[src/rtl/jesd204_tx_pkg.sv]
// jesd204_tx_pkg
// Shared constants and helpers for the JESD204 transmit LMFC slice.
//   - L/F code constants and clamping of out-of-range codes
//   - decode of the F code to octets per frame (Foct)
//   - clocks per multiframe = Foct * (K+1), range 1..128
//   - lmfc_cfg_t: the latched link configuration
package jesd204_tx_pkg;

   localparam int OCTETS_PER_CLK = 4;

   localparam logic [1:0] L_1 = 2'd0;
   localparam logic [1:0] L_2 = 2'd1;
   localparam logic [1:0] L_4 = 2'd2;

   localparam logic [2:0] F_1  = 3'd0;
   localparam logic [2:0] F_2  = 3'd1;
   localparam logic [2:0] F_4  = 3'd2;
   localparam logic [2:0] F_8  = 3'd3;
   localparam logic [2:0] F_16 = 3'd4;

   localparam logic [2:0] K_MAX = 3'd7;

   typedef struct packed {
      logic [1:0] l_code;
      logic [2:0] f_code;
      logic [2:0] k_code;
   } lmfc_cfg_t;

   // Code 3 has no lane count behind it; the nearest legal value is 4 lanes.
   function automatic logic [1:0] clamp_l(input logic [1:0] code);
      return (code > L_4) ? L_4 : code;
   endfunction

   function automatic logic [2:0] clamp_f(input logic [2:0] code);
      return (code > F_16) ? F_16 : code;
   endfunction

   function automatic logic [2:0] clamp_k(input logic [4:0] code);
      return (code > 5'd7) ? K_MAX : code[2:0];
   endfunction

   // Only called with an already clamped code, so the shift never exceeds 16.
   function automatic logic [4:0] foct_of(input logic [2:0] f_code);
      return 5'd1 << f_code;
   endfunction

   // Each clock carries 4 octets and a multiframe is 4*(K+1) frames of Foct
   // octets, so the factor of 4 cancels and the clock count is Foct*(K+1).
   function automatic logic [7:0] clocks_per_mf(input logic [2:0] f_code,
                                                input logic [2:0] k_code);
      logic [7:0] foct8;
      logic [7:0] frames8;
      foct8   = {3'b000, foct_of(f_code)};
      frames8 = {5'b00000, k_code} + 8'd1;
      return foct8 * frames8;
   endfunction

endpackage

[src/rtl/jesd204_tx_lmfc_if.sv]
// jesd204_tx_lmfc_if
// Control and flag bundle of the LMFC generator.
//   master: drives EN, LOAD_SETUP, SYSREF, L, F, K; receives the flags
//   slave : the generator itself
//   MS/ME/FS/FE : per-octet-slot multiframe/frame start/end, bit 0 earliest
//   SYNCED      : counter aligned to SYSREF, flags meaningful
//   L_CFG       : latched (clamped) lane code for downstream consumers
interface jesd204_tx_lmfc_if;

   logic       EN;
   logic       LOAD_SETUP;
   logic       SYSREF;
   logic [1:0] L;
   logic [2:0] F;
   logic [4:0] K;
   logic [3:0] MS;
   logic [3:0] ME;
   logic [3:0] FS;
   logic [3:0] FE;
   logic       SYNCED;
   logic [1:0] L_CFG;

   modport master (
      output EN, LOAD_SETUP, SYSREF, L, F, K,
      input  MS, ME, FS, FE, SYNCED, L_CFG
   );

   modport slave (
      input  EN, LOAD_SETUP, SYSREF, L, F, K,
      output MS, ME, FS, FE, SYNCED, L_CFG
   );

endinterface

[src/rtl/jesd204_sysref_edge.sv]
// jesd204_sysref_edge
// Registers SYSREF and produces a one-cycle pulse on its rising edge, so a
// SYSREF held high acts only once.
//   clk, rst : clock and synchronous active-high reset
//   sysref   : alignment reference, already synchronous to clk
//   rise     : high in the cycle where sysref=1 and the registered copy is 0
module jesd204_sysref_edge (
   input  logic clk,
   input  logic rst,
   input  logic sysref,
   output logic rise
);

   logic sysref_q;

   // History register keeps tracking SYSREF regardless of enable state.
   always_ff @(posedge clk) begin
      if (rst) begin
         sysref_q <= 1'b0;
      end else begin
         sysref_q <= sysref;
      end
   end

   assign rise = sysref & ~sysref_q;

endmodule

[src/rtl/jesd204_tx_lmfc.sv]
// jesd204_tx_lmfc
// Local multiframe clock generator for the JESD204 TX link layer, 4 octets
// per lane per clock. Latches L/F/K, aligns a multiframe counter to SYSREF
// rising edges and emits registered per-octet-slot framing flags.
//   CLK, RST : clock and synchronous active-high reset
//   bus      : jesd204_tx_lmfc_if.slave (controls in, flags out)
module jesd204_tx_lmfc #(
   parameter int OCTETS_PER_CLK = 4
) (
   input logic               CLK,
   input logic               RST,
   jesd204_tx_lmfc_if.slave  bus
);

   import jesd204_tx_pkg::*;

   lmfc_cfg_t                   cfg;
   logic [6:0]                  cnt;
   logic [6:0]                  cnt_next;
   logic                        synced;
   logic                        synced_next;
   logic                        sysref_rise;
   logic                        flags_valid;
   logic [7:0]                  cpm;
   logic [4:0]                  foct;
   logic [9:0]                  octet_idx;
   logic [9:0]                  mf_last;
   logic [9:0]                  frame_mask;
   logic [OCTETS_PER_CLK-1:0]   ms_n, me_n, fs_n, fe_n;
   logic [OCTETS_PER_CLK-1:0]   ms_q, me_q, fs_q, fe_q;

   jesd204_sysref_edge u_sysref_edge (
      .clk    (CLK),
      .rst    (RST),
      .sysref (bus.SYSREF),
      .rise   (sysref_rise)
   );

   // Next counter/sync state, then flags derived from the next count so the
   // registered flags describe the word leaving in the following cycle.
   always_comb begin
      cnt_next    = cnt;
      synced_next = synced;
      flags_valid = 1'b0;
      octet_idx   = '0;
      ms_n        = '0;
      me_n        = '0;
      fs_n        = '0;
      fe_n        = '0;
      cpm         = clocks_per_mf(cfg.f_code, cfg.k_code);
      foct        = foct_of(cfg.f_code);
      mf_last     = 10'(cpm) * 10'(OCTETS_PER_CLK) - 10'd1;
      frame_mask  = 10'(foct) - 10'd1;

      // A config load always drops sync, even if SYSREF rises in the same cycle.
      if (bus.LOAD_SETUP || !bus.EN) begin
         cnt_next    = '0;
         synced_next = 1'b0;
      end else if (sysref_rise) begin
         cnt_next    = '0;
         synced_next = 1'b1;
         flags_valid = 1'b1;
      end else if (synced) begin
         cnt_next    = ({1'b0, cnt} == cpm - 8'd1) ? 7'd0 : cnt + 7'd1;
         flags_valid = 1'b1;
      end

      // Foct is a power of two, so mod Foct is a mask of the octet index.
      for (int i = 0; i < OCTETS_PER_CLK; i++) begin
         octet_idx = 10'(cnt_next) * 10'(OCTETS_PER_CLK) + 10'(i);
         ms_n[i]   = flags_valid && (octet_idx == 10'd0);
         me_n[i]   = flags_valid && (octet_idx == mf_last);
         fs_n[i]   = flags_valid && ((octet_idx & frame_mask) == 10'd0);
         fe_n[i]   = flags_valid && ((octet_idx & frame_mask) == frame_mask);
      end
   end

   // State and output registers; config is latched with invalid codes clamped.
   always_ff @(posedge CLK) begin
      if (RST) begin
         cfg    <= '0;
         cnt    <= '0;
         synced <= 1'b0;
         ms_q   <= '0;
         me_q   <= '0;
         fs_q   <= '0;
         fe_q   <= '0;
      end else begin
         if (bus.LOAD_SETUP) begin
            cfg.l_code <= clamp_l(bus.L);
            cfg.f_code <= clamp_f(bus.F);
            cfg.k_code <= clamp_k(bus.K);
         end
         cnt    <= cnt_next;
         synced <= synced_next;
         ms_q   <= ms_n;
         me_q   <= me_n;
         fs_q   <= fs_n;
         fe_q   <= fe_n;
      end
   end

   assign bus.MS     = ms_q;
   assign bus.ME     = me_q;
   assign bus.FS     = fs_q;
   assign bus.FE     = fe_q;
   assign bus.SYNCED = synced;
   assign bus.L_CFG  = cfg.l_code;

endmodule

[src/flat_wrapper.sv]
// flat-port wrapper written by rule: the top's interface ports become plain ports
module jesd204_tx_lmfc_flat import jesd204_tx_pkg::*;
#(
   parameter int OCTETS_PER_CLK = 4
)
  (CLK, RST, bus_EN, bus_LOAD_SETUP, bus_SYSREF, bus_L, bus_F, bus_K, bus_MS, bus_ME, bus_FS, bus_FE, bus_SYNCED, bus_L_CFG);
  jesd204_tx_lmfc_if bus_i ();
  input logic CLK;
  input logic RST;
  input wire logic [$bits(bus_i.EN)-1:0] bus_EN;
  input wire logic [$bits(bus_i.LOAD_SETUP)-1:0] bus_LOAD_SETUP;
  input wire logic [$bits(bus_i.SYSREF)-1:0] bus_SYSREF;
  input wire logic [$bits(bus_i.L)-1:0] bus_L;
  input wire logic [$bits(bus_i.F)-1:0] bus_F;
  input wire logic [$bits(bus_i.K)-1:0] bus_K;
  output wire logic [$bits(bus_i.MS)-1:0] bus_MS;
  output wire logic [$bits(bus_i.ME)-1:0] bus_ME;
  output wire logic [$bits(bus_i.FS)-1:0] bus_FS;
  output wire logic [$bits(bus_i.FE)-1:0] bus_FE;
  output wire logic [$bits(bus_i.SYNCED)-1:0] bus_SYNCED;
  output wire logic [$bits(bus_i.L_CFG)-1:0] bus_L_CFG;
  assign bus_i.EN = bus_EN;
  assign bus_i.LOAD_SETUP = bus_LOAD_SETUP;
  assign bus_i.SYSREF = bus_SYSREF;
  assign bus_i.L = bus_L;
  assign bus_i.F = bus_F;
  assign bus_i.K = bus_K;
  assign bus_MS = bus_i.MS;
  assign bus_ME = bus_i.ME;
  assign bus_FS = bus_i.FS;
  assign bus_FE = bus_i.FE;
  assign bus_SYNCED = bus_i.SYNCED;
  assign bus_L_CFG = bus_i.L_CFG;
  jesd204_tx_lmfc #(.OCTETS_PER_CLK(OCTETS_PER_CLK)) u_core (.CLK(CLK), .RST(RST), .bus(bus_i));
endmodule
[config.mk]
export PLATFORM = sky130hd
export DESIGN_NAME = jesd204_tx_lmfc_flat
export DESIGN_NICKNAME = d
export VERILOG_FILES = /design/src/rtl/jesd204_tx_pkg.sv /design/src/rtl/jesd204_tx_lmfc_if.sv /design/src/rtl/jesd204_sysref_edge.sv /design/src/rtl/jesd204_tx_lmfc.sv /design/src/flat_wrapper.sv
export SDC_FILE = /design/constraint.sdc
export NUM_CORES = 1
export LEC_CHECK = 0
export CORE_MARGIN = 2
export CORE_UTILIZATION = 42
export CTS_CLUSTER_DIAMETER = 50
export CTS_CLUSTER_SIZE = 28
export DETAILED_ROUTE_END_ITERATION = 16
export PLACE_DENSITY = 0.65
export SETUP_SLACK_MARGIN = 0.15
export SYNTH_ARGS = -nofsm -noshare
export SYNTH_HDL_FRONTEND = slang
export SYNTH_SLANG_ARGS = --single-unit
[constraint.sdc]
create_clock -name CLK -period 14.7 [get_ports CLK]
set_input_delay 1.47 -clock CLK [delete_from_list [all_inputs] [get_ports CLK]]
set_output_delay 1.47 -clock CLK [all_outputs]
set_load 0.03 [all_outputs]
==> results of run 1 <==
[sequential cells by signal, summed over array words and instances, names as in the netlist]
signal and cells:
u_core.bus.MS 1, u_core.cfg 6, u_core.bus.ME 1, u_core.u_sysref_edge.sysref_q 1, u_core.bus.L_CFG 2, u_core.bus.FS 4
u_core.bus.SYNCED 1, u_core.bus.FE 4, u_core.cnt 7
[routing by layer]
layer | track usage, % | part of all wire, %
met1 | 24.9 | 50
met2 | 24.7 | 44
met3 | 1.61 | 3.2
met4 | 7.14 | 2.1
met5 | 0 | 0
[cell families after synthesis]
family                   after synthesis  synth area share [%]
buffers and inverters                 31                  7.63
flip-flops                            27                  25.5
other                                  1                 0.177
adder cells (fa/ha/maj)               20                  14.0
AO/OA/AOI/OAI                         29                  9.82
XOR/XNOR                              29                  14.4
multiplexers                           3                  1.42
AND/OR/NAND/NOR                      103                  27.1
[path summary, 6_finish.rpt]
| path | depth (start not counted) | slack (ps) | endpoint |
|---|---|---|---|
| max | 15 | 9330 | u_core.bus.ME[3] |
| min reg2reg | 2 | 480 | u_core.bus.L_CFG[0] |
| min | 2 | 480 | u_core.bus.L_CFG[0] |
| max reg2reg | 15 | 9330 | u_core.bus.ME[3] |
[stage by stage]
stage          cell area [um2]  setup WS, ps  utilization [%]  hold slack (ps)
2_1_floorplan             2130          9860                -              445
3_3_place_gp              2380          9410             49.6              459
3_5_place_dp              2380          9370             49.6              466
4_1_cts                   2430          9340             50.7              486
5_1_grt                   2430          8930             50.7              520
6_report                  2430          9330             50.7              478
[cell type report]
| class | instances | share of cell area (%) |
|---|---|---|
| sequential | 27 | 22.3 |
| tap | 67 | 3.46 |
| timing repair buffer | 27 | 11.1 |
| inverter | 13 | 2.01 |
| multi-input combinational | 190 | 59.1 |
| clock buffer | 3 | 1.70 |
| clock inverter | 1 | 0.361 |
[cells in the mapped netlist (7+ instances only)]
| cell type | n |
|---|---|
| dfxtp_1 | 27 |
| nor2_1 | 26 |
| xnor2_1 | 19 |
| nor3_1 | 17 |
| ha_1 | 14 |
| inv_1 | 13 |
| nand2_1 | 9 |
| buf_4 | 8 |
| nand2b_1 | 8 |
| a21oi_1 | 7 |
| clkbuf_1 | 7 |
| nor2b_1 | 7 |
| nor4_1 | 7 |
[power by group through the flow]
stage / registers (mW) / clock network (mW) / logic [mW]
final: 0.0788 / 0.0466 / 0.0552
after global routing: 0.0793 / 0.0501 / 0.0611
after CTS: 0.0788 / 0.0477 / 0.0550
after detailed placement: 0.0804 / 0 / 0.0545
after global placement: 0.0804 / 0 / 0.0542
after floorplan: 0.0800 / 0 / 0.0435
[critical path: cells and delay by family (launching register included)]
family | cells | cell delay (ps)
AO/OA/AOI/OAI | 3 | 790
XOR/XNOR | 4 | 1130
AND/OR/NAND/NOR | 4 | 1080
adder cells (fa/ha/maj) | 4 | 1730
flip-flops | 1 | 530
==> flow_metrics.py, run 1 <==
metrics = {
    "sta": {
        "fin_tns_setup_ps": 0,
        "period_share_pct": 36.5,
        "timing.final.crit_period_ps": 5370,
        "setup_violations": 0,
        "finClkSkew_ps": 4.94,
        "slew_headroom_pct": 49.6,
        "hold_viol": 0,
        "slew_viol_final": 0,
        "rsz0062_at_grt": "no",
        "tightest_slew_ps": 755,
        "max_freq_ghz": 0.186,
    },
    "drt": {
        "drt-initial-drc-count": 70,
        "drt_wl_total_mm": 4.27,
        "drc": 0,
        "routedWlPerCell_um": 13.0,
        "first_pass_iters": 4,
        "ant_nets": 0,
        "num_vias": 1715,
        "viasPerCell": 5.23,
    },
    "worst_setup_path": {
        "crit_required_ps": 14890,
        "slowest_stage": "fa_1",
        "cp-start-kind": "flip-flop",
        "critical_path.cell_chain": "ha_1, xnor2_1, or3_1, fa_1, fa_1, fa_1, nand2b_1, a21oi_2, xor2_1, xnor3_1, and4_4, a2111oi_0, xnor2_1, o2111ai_1, nor4_1",
        "crit_fanout": 8,
        "cp_common_cell": "fa_1",
        "r2r_start": "u_core.cfg[0]",
        "end_kind": "flip-flop",
        "path_class": "flip-flop to flip-flop",
        "cp.arrival_ps": 5560,
        "startpoint": "u_core.cfg[0]",
        "cpPeakStageDelay_ps": 540,
    },
    "power": {
        "p_sw_mw": 0.0595,
        "p_int_mw": 0.121,
        "clockPowerShare_pct": 25.8,
        "ir_drop_v": 0.0000406,
        "power_mw": 0.181,
        "power_frac_comb_pct": 30.6,
        "sw_frac_of_total_pct": 33.0,
        "total_leakage_power_nw": 0.944,
        "p_seq_share_pct": 43.6,
        "power_density_nw_per_um2": 74.4,
    },
    "final_layout": {
        "fin_cells": 328,
        "drive_gt1_share_pct": 6.51,
        "layout_common_cells": "clkdlybuf4s50_1 (27), dfxtp_1 (27), nor2_1 (26)",
        "fillers": 488,
        "antennaDiodeCount": 0,
        "seqCellArea_um2": 541,
        "final_nets": 297,
        "multiInputGateArea_um2": 1430,
        "syn_to_final_growth_pct": 14.7,
    },
    "synthesis": {
        "ys_warn_count": 0,
        "synth-edff-count": 0,
        "synthArstFlopShare_pct": 0,
        "syn_area_per_cell_um2": 8.71,
        "synth_area_leader_cell": "dfxtp_1",
        "synthFlopType": "dfxtp_1",
        "yosysSeqAreaShare_pct": 25.5,
        "synth_cells": 243,
        "netlist.area_leader.share_pct": 25.5,
        "yosys_register_bits": 27,
        "syn-cell-area_um2": 2120,
        "synth.area.top_cells": "dfxtp_1 (26%), ha_1 (8.3%), xnor2_1 (7.9%)",
        "ys_types": 53,
    },
    "floorplanning": {
        "core_area_um2": 4790,
        "num_rows": 25,
        "num_io_pins": 34,
        "die_x_um": 75.0,
        "start_util_pct": 44.2,
        "die_area_um2": 5620,
        "die_y_um": 75.0,
    },
    "global_routing": {
        "grt_usage_pct": 16.8,
        "grt_max_degree": 25,
        "grt_pass1_wl_mm": 7.33,
        "antenna_found_initial": 0,
        "grt_pass1_vias": 1600,
        "gr-total-overflow": 0,
    },
    "placement": {
        "portBuffers": 27,
        "globalplace.congestion": 0.889,
        "dp_cells": 324,
        "hpwl_mm": 3.26,
    },
    "cts": {
        "cts-root-buf": "clkbuf_8",
        "cts_buffers": 3,
        "cts_tree": "built",
        "post_cts_buffers": 0,
        "clk_path_buf_depth": 2,
        "clk_pin_slew_ps": 100,
        "cts_hold_buffers": 0,
        "htreeDepth": 1,
        "worstSkewPairLatency_ps": 280,
        "cts_sinks": 27,
        "ctsResizeCount": 0,
    },
    "flow_run": {
        "drv_cap": 0,
    },
    "hold_path": {
        "worstHoldPathType": "flip-flop to flip-flop",
        "min_from": "u_core.bus.L_CFG[0]",
    },
    "run_status": {
        "outcome": "finished, final reports clean",
    },
}
Power figures use the tool's default switching activity.
==> run 2, diff against run 1 <==
==> constraint.sdc (replaced) <==
create_clock -name CLK -period 5.15 [get_ports CLK]
set_input_delay 0.515 -clock CLK [delete_from_list [all_inputs] [get_ports CLK]]
set_output_delay 0.515 -clock CLK [all_outputs]
set_load 0.03 [all_outputs]
==> run 2 against run 1 <==
  * Largest power group unchanged
  * Critical path type unchanged
  * Total power grew to 2.9 times the previous value
  * Via count up 1.3%
  * Largest cell class unchanged
  * Sequential share of layout area is 1.5 points lower
  * Cell area increased by 7.2%
  * Critical path depth rose by 2
  * Highest routed layer unchanged
==> flow_metrics.py, run 2 (synthesis results as in run 1) <==
metrics = {
    "final_layout": {
        "layout_common_cells": "clkdlybuf4s50_1 (27), nor2_1 (26), dfxtp_1 (26)",
        "finish.utilization_pct": 54.4,
        "drive_gt1_share_pct": 15.4,
        "reg_top3": "u_core.cnt x7, u_core.cfg x6",
        "final_common_cell": "clkdlybuf4s50_1",
        "largest_reg_flops": 7,
        "post-route-cell-area_um2": 2600,
        "syn_to_final_growth_pct": 22.9,
        "antennaDiodeCount": 0,
        "final_nets": 309,
        "largest_register": "u_core.cnt",
    },
    "cts": {
        "clk_path_buf_depth": 2,
        "htreeDepth": 1,
        "clk_pin_slew_ps": 90,
        "worstSkewPairLatency_ps": 270,
        "cts-root-buf": "clkbuf_8",
        "cts_buffers": 3,
        "cts_sinks": 27,
        "cts_hold_buffers": 0,
        "cts_tree": "built",
    },
    "global_routing": {
        "grt_pass1_vias": 1566,
        "grt_usage_pct": 16.8,
        "grt_max_degree": 18,
        "antenna_found_initial": 0,
        "gr-total-overflow": 0,
        "grt_pass1_wl_mm": 7.26,
    },
    "sta": {
        "holdWs_ps": 498,
        "tightest_slew_ps": 767,
        "fin_tns_setup_ps": 0,
        "finClkSkew_ps": 3.75,
        "slew_headroom_pct": 48.5,
        "timing.final.crit_period_ps": 4830,
        "max_freq_ghz": 0.207,
        "hold_viol": 0,
        "period_share_pct": 93.8,
        "slew_viol_final": 0,
        "setup_violations": 0,
        "rsz0062_at_grt": "no",
    },
    "placement": {
        "place_area_um2": 2440,
        "globalplace.congestion": 0.872,
        "portBuffers": 27,
        "hpwl_mm": 3.44,
    },
    "worst_setup_path": {
        "end_kind": "flip-flop",
        "crit_fanout": 8,
        "critical_path.cell_chain": "ha_1, xnor2_1, buf_4, or2_2, fa_1, fa_1, inv_1, ha_4, xor2_4, and4b_2, xnor3_2, xnor2_2, and4_4, a311o_2, a31oi_1, and3_1, o32ai_1",
        "path_class": "flip-flop to flip-flop",
        "cp_common_cell": "fa_1",
        "cp.arrival_ps": 4970,
        "cp_top_family": "adder cells",
        "cp-start-kind": "flip-flop",
        "slowest_stage": "fa_1",
        "crit_buf_inv": 2,
        "cpPeakStageDelay_ps": 540,
        "crit_required_ps": 5290,
    },
    "floorplanning": {
        "start_util_pct": 44.2,
        "core_area_um2": 4790,
        "die_area_um2": 5620,
        "die_x_um": 75.0,
        "die_y_um": 75.0,
        "num_rows": 25,
        "num_io_pins": 34,
    },
    "power": {
        "ir_drop_v": 0.000129,
        "power_density_nw_per_um2": 201,
        "total_leakage_power_nw": 1.00,
        "power_mw": 0.524,
    },
    "drt": {
        "viasPerCell": 5.11,
        "drt-initial-drc-count": 71,
        "drt_wl_total_mm": 4.46,
        "drc": 0,
        "ant_nets": 0,
        "routedWlPerCell_um": 13.1,
        "first_pass_iters": 4,
        "num_vias": 1737,
    },
    "flow_run": {
        "drv_cap": 0,
    },
    "hold_path": {
        "worstHoldPathType": "flip-flop to flip-flop",
    },
    "run_status": {
        "outcome": "finished, final reports clean",
    },
}
-- run 2: changes by cell type in the layout (fill, tap and decap cells not counted), sizes merged --
cell,delta
inv,-1
buf,+12
clkinv,+1
-- run 2: area by class of cell --
type	instances	area [um2]
clock buffer	3	41.3
clock inverter	1	5.00
fill	462	2180
inverter	13	48.8
multi-input combinational	190	1520
sequential	27	542
tap	67	83.8
timing repair buffer	39	360
-- run 2: power by group --
part | switching, mW | leakage, nW | total [mW] | internal (mW)
clock network | 0.0672 | 0.0255 | 0.121 | 0.0543
registers | 0.00553 | 0.220 | 0.221 | 0.215
logic | 0.0942 | 0.755 | 0.182 | 0.0877
-- run 2: through the flow --
step                std cells  worst slack, ps
floorplan                 248              307
global placement          332              146
detailed placement        332             87.2
CTS                       336              189
global route              340              139
finish                    340              322
-- run 2: final timing paths --
check	startpoint	endpoint	slack, ps	cells past startpoint
worst max-delay path	u_core.cfg[0]	u_core.bus.FS[0]	320	17
worst min-delay path	u_core.bus.L_CFG[0]	u_core.bus.L_CFG[0]	500	2
worst max register to register	u_core.cfg[0]	u_core.bus.FS[0]	320	17
worst min register to register	u_core.bus.L_CFG[0]	u_core.bus.L_CFG[0]	500	2
-- run 2: metal layers --
| metal | wire length, um | share of wire (%) | global-route usage, % | vias to the layer above |
|---|---|---|---|---|
| met5 | 0 | 0 | 0 | - |
| met4 | 62 | 1.4 | 5.95 | 0 |
| met1 | 2240 | 50 | 24.3 | 799 |
| met3 | 164 | 3.7 | 2.41 | 5 |
| li1 | - | - | - | 898 |
| met2 | 1990 | 45 | 25.5 | 35 |
-- run 2: repair_timing --
item                                    in CTS  in global routing
endpoints found under the setup margin       1                  4
pin swaps                                    0                  9
cloned                                       0                  0
buffers inserted                             0                  4
resized for setup                            1                 18
-- run 2: worst reg2reg max path, delay by kind of cell (launching register included) --
| family | cells | cell delay, ps |
|---|---|---|
| adders and majority gates | 4 | 1540 |
| AOI/OAI and AO/OA | 3 | 770 |
| xor gates and xnor gates | 4 | 870 |
| buffers and inverters | 2 | 230 |
| DFF | 1 | 350 |
| and+or+nand+nor | 4 | 940 |
==> run 3, diff against run 2 <==
--- a/config.mk
+++ b/config.mk
@@ -5,6 +5,7 @@
 export SDC_FILE = /design/constraint.sdc
 export NUM_CORES = 1
 export LEC_CHECK = 0
+export CORE_ASPECT_RATIO = 0.75
 export CORE_MARGIN = 2
 export CORE_UTILIZATION = 42
 export CTS_CLUSTER_DIAMETER = 50
@@ -12,6 +13,7 @@
 export DETAILED_ROUTE_END_ITERATION = 16
 export PLACE_DENSITY = 0.65
 export SETUP_SLACK_MARGIN = 0.15
+export SKIP_CTS_REPAIR_TIMING = 1
 export SYNTH_ARGS = -nofsm -noshare
 export SYNTH_HDL_FRONTEND = slang
 export SYNTH_SLANG_ARGS = --single-unit
==> run 3 against run 2 <==
  * Critical path depth down 2
  * Total power up 1.9%
  * Combinational power about the same
  * Highest routed layer unchanged
==> flow_metrics.py, run 3 (synthesis results as in run 1) <==
metrics = {
    "run_status": {
        "outcome": "finished, final reports clean",
    },
    "global_routing": {
        "grt_pass1_vias": 1612,
        "met2_usage_pct": 26.5,
        "top_usage_layer": "met2",
        "grt_pass1_wl_mm": 7.65,
        "grt_max_degree": 19,
        "grt_usage_pct": 17.1,
        "gr-total-overflow": 0,
        "grtUsageMet1_pct": 25.1,
        "use_met3_pct": 2.51,
        "antenna_found_initial": 0,
    },
    "final_layout": {
        "final_nets": 308,
        "final_common_cell": "clkdlybuf4s50_1",
        "multiInputGateArea_um2": 1550,
        "reg_top3": "u_core.cnt x7, u_core.cfg x6",
        "syn_to_final_growth_pct": 23.7,
        "drive_gt1_share_pct": 16.9,
        "largest_register": "u_core.cnt",
        "fillers": 466,
        "finish.utilization_pct": 53.7,
        "antennaDiodeCount": 0,
        "layout_common_cells": "clkdlybuf4s50_1 (27), nor2_1 (26), dfxtp_1 (24)",
        "seqCellArea_um2": 544,
        "largest_reg_flops": 7,
    },
    "worst_setup_path": {
        "cp-start-kind": "flip-flop",
        "path_depth": 15,
        "path_class": "flip-flop to flip-flop",
        "slowest_stage": "fa_1",
        "crit_buf_inv": 0,
        "end_kind": "flip-flop",
        "crit_fanout": 7,
        "cpPeakStageDelay_ps": 550,
        "critical_path.cell_chain": "ha_1, xnor2_2, or3_4, fa_1, fa_1, fa_2, xor2_4, and4b_1, xnor3_2, xnor2_2, and4_4, a311o_2, o21a_1, o2111ai_1, nor4_2",
        "cp_top_family": "adder cells",
        "cp.arrival_ps": 5040,
        "r2r_cells": 15,
        "crit_required_ps": 5350,
    },
    "drt": {
        "drt-initial-drc-count": 65,
        "routedWlPerCell_um": 13.8,
        "ant_nets": 0,
        "viasPerCell": 5.22,
        "num_vias": 1732,
        "drt_wl_total_mm": 4.60,
        "first_pass_iters": 4,
        "drc": 0,
    },
    "sta": {
        "hold_viol": 0,
        "finClkSkew_ps": 6.51,
        "period_share_pct": 93.9,
        "timing.final.crit_period_ps": 4840,
        "tightest_slew_ps": 658,
        "slew_headroom_pct": 56.0,
        "setup_violations": 0,
        "rsz0062_at_grt": "no",
        "holdWs_ps": 479,
        "max_freq_ghz": 0.207,
        "slew_viol_final": 0,
        "layout_setup_ws_ps": 314,
    },
    "placement": {
        "hpwl_mm": 3.44,
        "pre_cts_ws_ps": -77.5,
        "portBuffers": 27,
        "globalplace.congestion": 0.832,
    },
    "power": {
        "power_frac_comb_pct": 34.4,
        "p_sw_mw": 0.174,
        "p_int_mw": 0.360,
        "total_leakage_power_nw": 1.00,
        "power_density_nw_per_um2": 204,
        "ir_drop_v": 0.000162,
        "p_seq_share_pct": 41.3,
        "sw_frac_of_total_pct": 32.6,
        "clockPowerShare_pct": 24.2,
        "power_mw": 0.534,
    },
    "cts": {
        "clk_path_buf_depth": 2,
        "worstSkewPairLatency_ps": 280,
        "cts-root-buf": "clkbuf_8",
        "cts_tree": "built",
        "clk_pin_slew_ps": 100,
        "htreeDepth": 1,
        "cts_buffers": 3,
        "cts_sinks": 27,
    },
    "floorplanning": {
        "die_y_um": 65.5,
        "die_x_um": 86.0,
        "core_area_um2": 4870,
        "num_io_pins": 34,
        "num_rows": 22,
        "die_area_um2": 5630,
        "start_util_pct": 43.4,
    },
    "hold_path": {
        "worstHoldPathType": "flip-flop to flip-flop",
        "hold_depth": 2,
    },
    "flow_run": {
        "drv_cap": 0,
    },
}
## run 3: power by group through the flow
stage,Clock (mW),Sequential (mW),Combinational (mW)
floorplan,0,0.228,0.124
global placement,0,0.225,0.161
detailed placement,0,0.225,0.163
CTS,0.138,0.220,0.165
global route,0.143,0.222,0.202
finish,0.129,0.221,0.184
## run 3: per-layer routing
metal	up-vias	part of all wire [%]
met5	-	0
met4	0	0.46
met3	2	3.5
met2	37	44
met1	802	52
li1	891	-
## run 3: worst reg2reg max path, cell delays in order, from the launching register on
cell and delay (ps):
dfxtp_2 340, ha_1 220, xnor2_2 170, or3_4 350, fa_1 550, fa_1 450
fa_2 410, xor2_4 220, and4b_1 280, xnor3_2 400, xnor2_2 210, and4_4 290
a311o_2 300, o21a_1 150, o2111ai_1 130, nor4_2 280
## run 3: path summary, 6_finish.rpt
path | startpoint | endpoint | slack, ps
worst max register to register | u_core.cfg[0] | u_core.bus.ME[3] | 310
worst max-delay path | u_core.cfg[0] | u_core.bus.ME[3] | 310
worst min register to register | u_core.bus.L_CFG[0] | u_core.bus.L_CFG[0] | 480
worst min-delay path | u_core.bus.L_CFG[0] | u_core.bus.L_CFG[0] | 480
## run 3: stage by stage
| stage | instance area [um2] | instances | TNS [ps] |
|---|---|---|---|
| after global routing | 2620 | 332 | 0 |
| after floorplan | 2130 | 248 | 0 |
| final | 2620 | 332 | 0 |
| after global placement | 2410 | 323 | 0 |
| after detailed placement | 2410 | 323 | -77.5 |
| after CTS | 2460 | 327 | -126 |
## run 3: final cells by class
type / count / area share (%)
clock inverters: 1 / 0.335
well taps: 60 / 2.87
multi-input cells: 190 / 59.1
repair buffers: 38 / 13.5
clock buffers: 3 / 1.58
flip-flops and latches: 27 / 20.8
inverters: 13 / 1.86
==> RTL edit 1, RTL diff (settings of run 1) <==
`K_MAX`: 3'd7 -> 3'd3.
--- a/src/rtl/jesd204_tx_pkg.sv
+++ b/src/rtl/jesd204_tx_pkg.sv
@@ -18,7 +18,7 @@
    localparam logic [2:0] F_8  = 3'd3;
    localparam logic [2:0] F_16 = 3'd4;
 
-   localparam logic [2:0] K_MAX = 3'd7;
+   localparam logic [2:0] K_MAX = 3'd3;
 
    typedef struct packed {
       logic [1:0] l_code;
Formal check against the unedited RTL: not equivalent (Yosys sat finds a counterexample within 10 cycles, from zero or initial values and one cycle with RST high).
==> RTL edit 1 against run 1 <==
- die area increased by 0.17%
- worst hold slack improved by 0.0051 ns
- routed wire length decreased by 4.2%
- area after synthesis increased by 0.18%
- first-iteration DRC count increased by 74%
- setup slack improved by 0.042 ns
- total power decreased by 4.8%
- sequential cell count unchanged
- critical path depth unchanged
- design area increased by 0.10%
- synthesized cell count increased by 0.41%
- critical path type unchanged
- critical endpoint unchanged
- largest cell class unchanged
- largest power group unchanged
==> RTL edit 1: results <==
[sta]
fin_skew_ns = 0.000949
tightest_slew_ns = 0.747

[logic_synthesis]
synth_cell_types = 53
synthTopCellsByCount = "dfxtp_1, nor2_1, xnor2_1"
avgSynthCellArea_um2 = 8.69
ys_ff_latch = 27
synth_area_leaders = "dfxtp_1, ha_1, xnor2_1, fa_1, nor2_1"

[place]
post_dp_cell_area_um2 = 2380
dp_hpwl_um = 3160
place.gp.congestion = 0.862
dp_slack_ns = 9.45

[route]
drt_pass1_iterations = 4
drt-met1-wl_um = 2090
vias = 1671
drt-initial-drc-count = 122
route.detailed.wl_per_inst_um = 12.4

[cells_and_area]
antenna_cells = 0
fillers = 462
nets = 298
sh_seq_area_pct = 22.3
buffer_area_share_pct = 11.1
multi_input_comb_area_um2 = 1440
clk_share_pct = 2.01
drive_gt1_share_pct = 6.49
comb.multi_input.count = 191

[status]
status = "completed"

[worst_setup_path]
critical_path_arrival_ns = 5.52

[global_route]
grtUsageMet3_pct = 2.54
met1_usage_pct = 22.7
grt_usage_pct = 15.7
grt_max_degree = 25
grt_pass1_wl_um = 6890
grt_use_met2_pct = 23.7
first_global_vias = 1506

[pwr]
seqPwrFrac_pct = 45.6
p_int_mw = 0.118
clock_net_power_mw = 0.0437
leakage_nw = 0.944
max-vdd-ir-drop_mv = 0.0447
[RTL edit 1: critical path, cell delays in order, from the launching register on]
cell and delay, ns:
dfxtp_1 0.53, ha_1 0.22, xnor2_1 0.13, or3_1 0.40, fa_1 0.49, fa_1 0.54, fa_1 0.49, nand2b_1 0.18
a21oi_2 0.14, xor2_1 0.35, xnor3_1 0.43, and4_4 0.18, a2111oi_0 0.58, xnor2_1 0.19, o2111ai_1 0.13, nor4_1 0.26
[RTL edit 1: worst paths after layout]
check        slack [ns]  depth (start not counted)                               end                              from
min                0.48                          2  u_core.bus.L_CFG[0]$_SDFFE_PP0P_  u_core.bus.L_CFG[0]$_SDFFE_PP0P_
max                9.38                         15       u_core.bus.ME[3]$_SDFF_PP0_        u_core.cfg[0]$_SDFFE_PP0P_
min reg2reg        0.48                          2  u_core.bus.L_CFG[0]$_SDFFE_PP0P_  u_core.bus.L_CFG[0]$_SDFFE_PP0P_
max reg2reg        9.38                         15       u_core.bus.ME[3]$_SDFF_PP0_        u_core.cfg[0]$_SDFFE_PP0P_
[RTL edit 1: cells by family after synthesis]
| family | Yosys count | synth area share, % |
|---|---|---|
| xor gates and xnor gates | 29 | 14.3 |
| DFF | 27 | 25.5 |
| AOI/OAI and AO/OA | 29 | 9.68 |
| and+or+nand+nor | 104 | 27.3 |
| adders and majority gates | 20 | 13.9 |
| muxes | 3 | 1.42 |
| buffers and inverters | 31 | 7.62 |
| other | 1 | 0.177 |
[RTL edit 1: stage by stage]
| stage | instances | util, % |
|---|---|---|
| floorplan | 249 | - |
| global placement | 325 | 49.7 |
| detailed placement | 325 | 49.7 |
| CTS | 329 | 50.7 |
| global route | 329 | 50.7 |
| finish | 329 | 50.7 |
==> RTL edit 2, RTL diff (flow settings as in run 1) <==
Without the edit above. `me_q` no longer has a reset.
--- a/src/rtl/jesd204_tx_lmfc.sv
+++ b/src/rtl/jesd204_tx_lmfc.sv
@@ -82,7 +82,6 @@
          cnt    <= '0;
          synced <= 1'b0;
          ms_q   <= '0;
-         me_q   <= '0;
          fs_q   <= '0;
          fe_q   <= '0;
       end else begin
@@ -94,10 +93,13 @@
          cnt    <= cnt_next;
          synced <= synced_next;
          ms_q   <= ms_n;
-         me_q   <= me_n;
          fs_q   <= fs_n;
          fe_q   <= fe_n;
       end
+   end
+
+   always_ff @(posedge CLK) begin
+      me_q <= me_n;
    end
 
    assign bus.MS     = ms_q;
Function: changed (Yosys sat finds a counterexample within 4 cycles, from zero or initial values and one cycle with RST high).
==> RTL edit 2 against run 1 <==
- via count increased by 0.58%
- setup slack got worse by 0.40 ns
- non-clock buffer count did not move
- area after synthesis up 1.5%
- maximum frequency is 6.9% lower
- combinational power is 4.7% lower
- design area up 1.4%
- total power down 2.5%
- worst hold slack improved by 0.0067 ns
- sequential cell count unchanged
- first-iteration DRC count increased by 51%
- routed wire length is 0.21% lower
- largest power group unchanged
==> RTL edit 2: results <==
[worst_setup_path]
critPathMaxFanout = 8
r2r_cells = 16
crit_path_end = "u_core.bus.ME[3]$_DFF_P_"
critPathKind = "flip-flop to flip-flop"
crit_family = "adder cells"
crit_slowest_cell = "or4_4"
slowest_delay_ns = 0.60
reg2reg_slack_ns = 8.94
critical_path_arrival_ns = 5.99
reg2reg_from = "u_core.cfg[0]$_SDFFE_PP0P_"

[route]
drt-initial-drc-count = 106
avgViaCountPerCell = 5.10
route.detailed.wl_per_inst_um = 12.6
drt_pass1_iterations = 4

[place]
place.gp.congestion = 0.853
io_buffer_count = 27
dp_hpwl_um = 3280

[hold_path]
whs_endpoint = "u_core.bus.L_CFG[0]$_SDFFE_PP0P_"
worstHoldPathType = "flip-flop to flip-flop"
hold_depth = 2
hp-start = "u_core.bus.L_CFG[0]$_SDFFE_PP0P_"

[logic_synthesis]
synthTopCellsByCount = "dfxtp_1, nor2_1, xnor2_1"
synth-xor-area-share_pct = 14.2
synth_cell_types = 53
synth_fa_ha_area_share_pct = 13.8
synthMuxAreaShare_pct = 0.932
synth_area_leaders = "dfxtp_1, ha_1, xnor2_1, fa_1, nor2_1"
ys_warn_count = 0
yosysSeqAreaShare_pct = 25.2
synth_compound_area_share_pct = 11.5

[clock_tree]
postCtsSetupBuffers = 0
clk_pin_slew_ns = 0.10
cts_root_buf = "clkbuf_8"
numCtsBuffers = 3
clkLatencyLatePin_ns = 0.28
htreeDepth = 1
cts_buffer_depth = 2
cts_resized = 0

[sta]
relSlewSlack_pct = 54.6
fin_skew_ns = 0.00391
holdWs_ns = 0.485

[global_route]
grt_antenna_before_repair = 0
grt_max_degree = 23
grt_pass1_wl_um = 7490
grt_usage_pct = 16.9
first_global_vias = 1650

[status]
status = "completed"

[pwr]
leakage_nw = 0.954
max-vdd-ir-drop_mv = 0.0416

[cells_and_area]
antenna_cells = 0
drive_gt1_share_pct = 6.34
nets = 304
reg_top3 = "u_core.cnt: 7 flops, u_core.cfg: 6 flops"
==> RTL edit 2: worst min-delay path: cells and delay by family, from the launching register on <==
kind / cells / cell delay (ns)
compound gates: 1 / 0.05
flops: 1 / 0.33
simple gates: 1 / 0.06
==> RTL edit 2: power breakdown <==
group,switching (mW),internal (mW)
combinational,0.0282,0.0243
sequential,0.00344,0.0753
clock,0.0255,0.0193
==> RTL edit 2: layout make-up <==
class,instances,area (um^2)
clock buffers,3,41.3
clock inverters,1,7.51
fillers,497,2550
inverters,17,63.8
multi-input cells,193,1450
flip-flops and latches,27,541
well taps,70,87.6
repair buffers,27,270
==> RTL edit 2: stage by stage <==
stage / cell area [um^2] / std cells / worst slack (ns)
after floorplan: 2170 / 257 / 9.41
after global placement: 2410 / 334 / 9.01
after detailed placement: 2410 / 334 / 9.01
after CTS: 2460 / 338 / 8.97
after global routing: 2460 / 338 / 8.59
final: 2460 / 338 / 8.94
==> RTL edit 2: cells by family (layout without fill, tap and decap cells) <==
group / after synthesis / count (layout)
AND/OR/NAND/NOR: 101 / 101
XOR/XNOR: 30 / 30
buffers and inverters: 37 / 48
AO/OA/AOI/OAI: 34 / 34
other: 1 / 6
adder cells (fa/ha/maj): 20 / 20
multiplexers: 2 / 2
flip-flops: 27 / 27
==> RTL edit 2: per-layer routing <==
layer	global-route usage [%]	routed length (um)	vias up
li1	-	-	888
met1	23.6	2120	796
met2	27.3	1950	37
met3	2.65	144	4
met4	4.09	44	0
met5	0	0	-
